<file path="src/rtl/vector_pkg.sv">
// Shared vector-display definitions: list-word layout, opcodes and field helpers.
package vector_pkg;

  localparam int COORD_W = 12;
  localparam int WORD_W  = 26;
  localparam int OP_LSB  = 24;
  localparam int Y_LSB   = 12;
  localparam int X_LSB   = 0;

  localparam logic [1:0] OP_JUMP = 2'b00;
  localparam logic [1:0] OP_DRAW = 2'b01;
  localparam logic [1:0] OP_END  = 2'b10;
  localparam logic [1:0] OP_NOP  = 2'b11;

  function automatic logic [1:0] word_op(input logic [WORD_W-1:0] w);
    return w[OP_LSB +: 2];
  endfunction

  function automatic logic [COORD_W-1:0] word_x(input logic [WORD_W-1:0] w);
    return w[X_LSB +: COORD_W];
  endfunction

  function automatic logic [COORD_W-1:0] word_y(input logic [WORD_W-1:0] w);
    return w[Y_LSB +: COORD_W];
  endfunction

endpackage

</file>
<file path="src/rtl/display_list_player.sv">
// Walks a vector display list from sync RAM, hands JUMP/DRAW commands to the
// draw controller under ready handshake, and replays the frame on each refresh tick.
//
//   state      | meaning
//   IDLE       | stopped, waiting for enable
//   FETCH      | read request for the current address
//   DATA       | list word arrives, latch and decode
//   ISSUE      | waiting for controller ready, then pulse jump/draw
//   HOLD       | ready ignored for HOLDOFF cycles after a pulse
//   FRAME_WAIT | frame finished, waiting for the refresh tick
module display_list_player
  import vector_pkg::*;
#(
  parameter int ADDR_W  = 10,
  parameter int HOLDOFF = 2
) (
  input  logic               clk,
  input  logic               reset,
  input  logic               enable,
  input  logic               frame_tick,
  output logic [ADDR_W-1:0]  mem_addr,
  output logic               mem_rd,
  input  logic [WORD_W-1:0]  mem_data,
  output logic [COORD_W-1:0] x,
  output logic [COORD_W-1:0] y,
  output logic               jump,
  output logic               draw,
  input  logic               ready,
  output logic               busy,
  output logic               frame_done,
  output logic               frame_late
);

  typedef enum logic [2:0] {
    S_IDLE,
    S_FETCH,
    S_DATA,
    S_ISSUE,
    S_HOLD,
    S_FRAME_WAIT
  } state_t;

  localparam int CNT_W = (HOLDOFF > 1) ? $clog2(HOLDOFF) : 1;
  localparam logic [CNT_W-1:0] HOLD_LOAD = CNT_W'(HOLDOFF - 1);

  state_t              state, state_nxt;
  logic [ADDR_W-1:0]   addr;
  logic                wrapped;
  logic [WORD_W-1:0]   cmd;
  logic [CNT_W-1:0]    hold_cnt;
  logic                tick_pending;
  logic [COORD_W-1:0]  x_hold, y_hold;
  logic [1:0]          fetched_op;
  logic                accept;

  always_comb begin
    // once the address has rolled past the last word, the next fetch is a synthetic END
    fetched_op = wrapped ? OP_END : word_op(mem_data);
    accept     = (state == S_ISSUE) && ready;
    state_nxt  = state;
    case (state)
      S_IDLE:  if (enable) state_nxt = S_FETCH;
      S_FETCH: state_nxt = S_DATA;
      S_DATA: begin
        case (fetched_op)
          OP_JUMP, OP_DRAW: state_nxt = S_ISSUE;
          OP_END:           state_nxt = enable ? S_FRAME_WAIT : S_IDLE;
          default:          state_nxt = enable ? S_FETCH : S_IDLE;
        endcase
      end
      S_ISSUE: if (ready) state_nxt = S_HOLD;
      S_HOLD:  if (hold_cnt == '0) state_nxt = enable ? S_FETCH : S_IDLE;
      S_FRAME_WAIT: begin
        if (!enable)           state_nxt = S_IDLE;
        else if (tick_pending) state_nxt = S_FETCH;
      end
      default: state_nxt = S_IDLE;
    endcase
  end

  always_ff @(posedge clk or posedge reset) begin
    if (reset) state <= S_IDLE;
    else       state <= state_nxt;
  end

  always_ff @(posedge clk or posedge reset) begin
    if (reset) begin
      addr       <= '0;
      wrapped    <= 1'b0;
      cmd        <= '0;
      hold_cnt   <= '0;
      x_hold     <= '0;
      y_hold     <= '0;
      frame_done <= 1'b0;
      frame_late <= 1'b0;
    end else begin
      frame_done <= 1'b0;
      frame_late <= 1'b0;
      case (state)
        S_IDLE: begin
          if (enable) begin
            addr    <= '0;
            wrapped <= 1'b0;
          end
        end
        S_DATA: begin
          cmd <= mem_data;
          if (fetched_op == OP_END) begin
            frame_done <= 1'b1;
            frame_late <= tick_pending | frame_tick;
            addr       <= '0;
            wrapped    <= 1'b0;
          end else if (fetched_op == OP_NOP) begin
            addr    <= addr + 1'b1;
            wrapped <= (addr == '1);
          end
        end
        S_ISSUE: begin
          if (ready) begin
            x_hold   <= word_x(cmd);
            y_hold   <= word_y(cmd);
            addr     <= addr + 1'b1;
            wrapped  <= (addr == '1);
            hold_cnt <= HOLD_LOAD;
          end
        end
        S_HOLD: if (hold_cnt != '0) hold_cnt <= hold_cnt - 1'b1;
        S_FRAME_WAIT: if (enable && tick_pending) addr <= '0;
        default: ;
      endcase
    end
  end

  // a tick arriving in the same cycle it is consumed is kept for the next frame
  always_ff @(posedge clk or posedge reset) begin
    if (reset)                                           tick_pending <= 1'b0;
    else if (state == S_IDLE && enable)                  tick_pending <= 1'b0;
    else if (state == S_FRAME_WAIT && enable && tick_pending) tick_pending <= frame_tick;
    else if (frame_tick)                                 tick_pending <= 1'b1;
  end

  assign mem_addr = addr;
  assign mem_rd   = (state == S_FETCH) && !wrapped;
  assign busy     = (state != S_IDLE);
  assign jump     = accept && (word_op(cmd) == OP_JUMP);
  assign draw     = accept && (word_op(cmd) == OP_DRAW);
  assign x        = accept ? word_x(cmd) : x_hold;
  assign y        = accept ? word_y(cmd) : y_hold;

endmodule

</file>
<file path="config.mk">
export PLATFORM = sky130hd
export DESIGN_NAME = display_list_player
export DESIGN_NICKNAME = d
export VERILOG_FILES = /design/src/rtl/vector_pkg.sv /design/src/rtl/display_list_player.sv
export SDC_FILE = /design/constraint.sdc
export NUM_CORES = 1
export LEC_CHECK = 0
export CAP_MARGIN = 30
export CORE_ASPECT_RATIO = 0.5
export CORE_UTILIZATION = 42
export DETAILED_ROUTE_END_ITERATION = 8
export HOLD_SLACK_MARGIN = 0.15
export PLACE_DENSITY = 0.76
export SLEW_MARGIN = 5
export SYNTH_ARGS = -nofsm -noshare
export SYNTH_HDL_FRONTEND = slang
export SYNTH_SLANG_ARGS = --single-unit
</file>
<file path="constraint.sdc">
create_clock -name clk -period 4.5 [get_ports clk]
set_clock_uncertainty 0.1 [all_clocks]
set_input_delay 0.45 -clock clk [delete_from_list [all_inputs] [get_ports clk]]
set_output_delay 0.45 -clock clk [all_outputs]
set_load 0.02 [all_outputs]
</file>
## Word level (Yosys, flattened, before mapping)

Index checks and enable logic that the tools add are counted.

| word-level totals | value |
|---|---|
| bits in registers | 68 |
| bits of input ports | 31 |
| output and inout port bits | 40 |
| word-level logic and storage cells | 85 |

| cells by class | value |
|---|---|
| $add $sub $neg | 2 |
| eq/ne operators | 16 |
| muxes and demuxes | 33 |
| bitwise operators | 1 |
| reductions and logical operators | 23 |

Operator list:

| kind | number |
|---|---|
| 10-bit 2-to-1 mux | 5 |
| 10-bit one-hot mux with 4 select lines | 1 |
| 12-bit 2-to-1 mux | 2 |
| 3-bit 2-to-1 mux | 6 |
| 3-bit one-hot mux with 6 select lines | 1 |
| 1-bit 2-to-1 mux | 14 |
| 10-bit by 1-bit adder with 10-bit output, second input constant | 1 |
| 10-bit equality test, second input constant | 1 |
| 3-bit nonzero test | 3 |
| 1-bit logical AND | 8 |
| 2-bit inequality test, second input constant | 4 |
| 4-bit AND reduction | 2 |
| 3-bit by 2-bit equality test with 1-bit output, second input constant | 2 |
| 3-bit equality test, second input constant | 2 |
| 3-bit inequality test, second input constant | 2 |
| 3-bit one-hot mux with 2 select lines | 1 |
| 5-bit AND reduction | 1 |
| 2-bit by 1-bit equality test with 1-bit output, second input constant | 2 |
| 2-bit equality test, second input constant | 2 |
| 2-bit logical NOT | 2 |
| 2-bit AND reduction | 2 |
| 4-bit nonzero test | 1 |
| 3-bit by 1-bit equality test with 1-bit output, second input constant | 1 |
| 3-bit logical NOT | 1 |
| other kinds (8) | 8 |

## Longest topological paths before layout

| depth | value |
|---|---|
| word-level depth | 5 |
| gate-level depth with buffers | 7 |
| depth with buffers taken out | 6 |

## Worst setup path after synthesis

Ideal clock, no wire load.

| timing path | value |
|---|---|
| path type | input port to output port |
| from | input ready |
| to | output draw |
| arrival time | 1.691 ns |
| data required time | 3.950 ns |
| setup slack | 2.259 ns |
| cell stages on the path | 5 |
| buffers on the path | 2 |
| path through | nand2_1 or2_2 buf_2 buf_4 nor3b_1 |

| between the ends | value |
|---|---|
| cells in the longest elaborated chain, start to end | 2 |

Ends and longest elaborated chain:

| what | RTL line | text |
|---|---|---|
| start, declared | display_list_player.sv:28 | `input logic ready,` |
| 1-bit logical AND | display_list_player.sv:59 | `accept = (state == S_ISSUE) && ready;` |
| 1-bit logical AND | display_list_player.sv:146 | `assign draw = accept && (word_op(cmd) == OP_DRAW);` |
| end, declared | display_list_player.sv:27 | `output logic draw,` |

No other way between the ends.

## Final worst setup path

| timing path | value |
|---|---|
| from | register state[0] |
| to | output draw |

| between the ends | value |
|---|---|
| cells in the longest elaborated chain, start to end | 3 |

Ends and longest elaborated chain:

| what | RTL line | text |
|---|---|---|
| start, declared | display_list_player.sv:46 | `state_t state, state_nxt;` |
| start signal, assigned | display_list_player.sv:83 | `else state <= state_nxt;` |
| 3-bit by 2-bit equality test with 1-bit output | display_list_player.sv:59 |  |
| 1-bit logical AND | display_list_player.sv:59 |  |
| 1-bit logical AND | display_list_player.sv:146 |  |

No other way between the ends.

==> flow_summary.yaml <==
clocking:
  insertion_delay_ns: 0.32
  clkSlewWorstSetupHoldPaths_ns: 0.06
  numCtsBuffers: 9
  ctsHoldBuffers: 0
  cts.sinks: 68
  cts_setup_buffers: 0
  tritoncts: "built"
  post_cts_resized: 0
  cts_buffer_depth: 2
  cts-root-buf: "clkbuf_16"
  h-tree-depth: 3
worst_setup_path:
  worstSetupPathType: "reg -> out"
  endpoint_kind: "output port"
  timing.rr.start: "state[1]$_DFFE_PP0P_"
  cp.arrival_ns: 2.75
  cp_data_required_time_ns: 3.95
  r2r-end: "mem_addr[7]$_DFFE_PP0P_"
  r2r_setup_slack_ns: 2.34
  reg2reg_depth: 6
  start_kind: "register"
  crit_fanout: 26
drt:
  vias: 2276
  first_pass_iters: 6
  drc_errors: 2
  ant_nets: 0
  routed_wl_um: 6320
  detail_route.wl_per_cell_um: 13.9
  drt_first_iter_violations: 124
  avgViaCountPerCell: 4.99
yosys:
  syn-num-nets: 320
  synth.area.top_cells: "dfrtp_1 (58%), nand2_1 (11%), mux2_2 (9.6%)"
  synth-edff-count: 0
  async_flop_share: 1.00
  yosysMostFrequentCell: "nand2_1"
  syn-cell-area_um2: 2930
  synth_warnings: 0
  synthCells: 288
  synth_top_area_cell: "dfrtp_1"
  synth_cell_type_count: 32
  synth_top_flop_cell: "dfrtp_1"
  ys_ff_latch: 68
  synth_top_area_share: 0.580
  synth_seq_area_share: 0.580
  avgSynthCellArea_um2: 10.2
  synthTopCellsByCount: "nand2_1 (87), dfrtp_1 (68), mux2_2 (25)"
power_and_ir_drop:
  p_sw_mw: 1.04
  p_per_area_nw_per_um2: 711
  vdd_drop_max_uv: 256
  power.share.clock: 0.226
  p_seq_frac: 0.355
  swShare: 0.367
  power_frac_comb: 0.419
  internal-power_mw: 1.80
  leakagePower_nw: 1.79
sta:
  worstMarginPinSlew_ns: 0.672
  setup_violations: 0
  setup_tns_ns: 0
  fin_crit_sh: 0.733
  period_needed_ns: 3.30
  fin_hold_ws_ns: 0.375
  drv_slew: 0
  fin_ws_ns: 1.20
  rsz0062_at_grt: "false"
  fmax_ghz: 0.303
  maxSlewHeadroom: 0.551
  hold_viol_final: 0
global_route:
  grt_antenna_before_repair: 0
  grt_max_degree: 37
  grt_pass1_wl_um: 10300
  grt_overflow_total: 0
  grt_pass1_vias: 2223
  grt_use_total: 0.183
place:
  dpl-instance-area_um2: 3690
  pre_cts_slack_ns: 1.25
  port_buffers: 70
  place.detailed.hpwl_um: 4260
  place.gp.congestion: 0.811
floorplanning:
  ios: 71
  num_rows: 21
  initial_core_util: 0.436
  die_area_um2: 7340
  core_um2: 6730
  chipWidth_um: 120
  die_y_um: 61.1
status:
  status: "finished, violations left"
  violations: "DRC"
hold_path:
  hold_path.startpoint: "cmd[0]$_DFFE_PP0P_"
  min_delay_path_depth: 2
  min_path_type: "reg -> reg"
  whs_endpoint: "cmd[0]$_DFFE_PP0P_"
finish:
  nFillCells: 544
  design_area_um2: 4000
  fin_util: 0.595
  multi_input_area_um2: 1120
  drive_gt1_frac: 0.140
  diodes: 0
  final_nets: 391
  syn_to_final_growth_pct: 36.5
  regArea_um2: 1700
flow_run:
  maxCapViolations: 0
-- power groups by stage --
| stage | clock network, mW | registers (mW) | logic (mW) |
|---|---|---|---|
| finish | 0.642 | 1.01 | 1.19 |
| global route | 0.679 | 1.04 | 1.31 |
| CTS | 0.652 | 1.01 | 1.17 |
| detailed placement | 0 | 1.02 | 1.16 |
| global placement | 0 | 0.998 | 1.13 |
| floorplan | 0 | 0.945 | 0.806 |
-- flip-flops by register name, indices dropped and copies added, names as in the netlist --
signal / cells
wrapped: 1
cmd: 26
frame_done: 1
mem_addr: 10
y_hold: 12
state: 3
frame_late: 1
x_hold: 12
tick_pending: 1
hold_cnt: 1
-- layer usage --
metal | global-route usage | vias up | share of wire
met5 | 0 | - | 0
met4 | 0.0571 | 0 | 0.0098
met3 | 0.0593 | 7 | 0.047
met2 | 0.314 | 48 | 0.50
met1 | 0.226 | 1104 | 0.44
li1 | - | 1117 | -
-- final cells by class --
type / count / area share
Clock buffer: 10 / 0.0597
Multi-Input combinational cell: 198 / 0.281
Sequential cell: 68 / 0.425
Inverter: 8 / 0.00750
Timing Repair Buffer: 74 / 0.188
Tap cell: 92 / 0.0288
Clock inverter: 6 / 0.0100
-- through the flow --
step | std cells | power (mW)
after floorplan | 288 | 1.75
after global placement | 438 | 2.13
after detailed placement | 438 | 2.18
after CTS | 454 | 2.83
after global routing | 456 | 3.03
final | 456 | 2.84
-- cell usage in the layout, fill, tap and decap left out, types with 2 or more instances in the layout --
cell type and n:
clkdlybuf4s50_1 70, buf_4 3, inv_1 7, nand2_1 87, or4_1 6, clkinv_4 2
a31oi_1 2, o21ai_0 13, nand3_1 7, nor3_1 4, mux2_2 25, o21bai_1 4
a21oi_1 10, nor2_1 12, nand3b_1 2, nor2b_1 2, nand2b_1 3, o22ai_1 3
dfrtp_1 68, nor3b_1 2, o2bb2ai_1 3, or3_1 2, clkbuf_16 9, clkinv_2 3
or2_2 2
-- critical path: stages, from the launching register on --
cell and delay (ns):
dfrtp_1 0.71, nand2b_1 0.18, or2_2 0.57, nor3b_1 0.31, clkdlybuf4s50_1 0.64
-- worst max-delay path by stage --
| stage | end | slack, ns | depth (start not counted) | startpoint |
|---|---|---|---|---|
| final | draw | 1.20 | 4 | state[0]$_DFFE_PP0P_ |
| after global routing | draw | 1.01 | 4 | state[0]$_DFFE_PP0P_ |
| after CTS | draw | 1.19 | 4 | state[0]$_DFFE_PP0P_ |
| after detailed placement | draw | 1.25 | 5 | ready |
| after global placement | draw | 1.28 | 5 | ready |
| after floorplan | cmd[0]$_DFFE_PP0P_ | 2.24 | 1 | reset |
-- cell families after synthesis --
logic type / Yosys count / synth area share
simple gates: 132 / 0.196
flops: 68 / 0.580
compound gates: 39 / 0.0819
mux: 26 / 0.0994
buf+inv: 22 / 0.0376
fa+ha+maj: 1 / 0.00427
(Power assumes the default switching activity.)
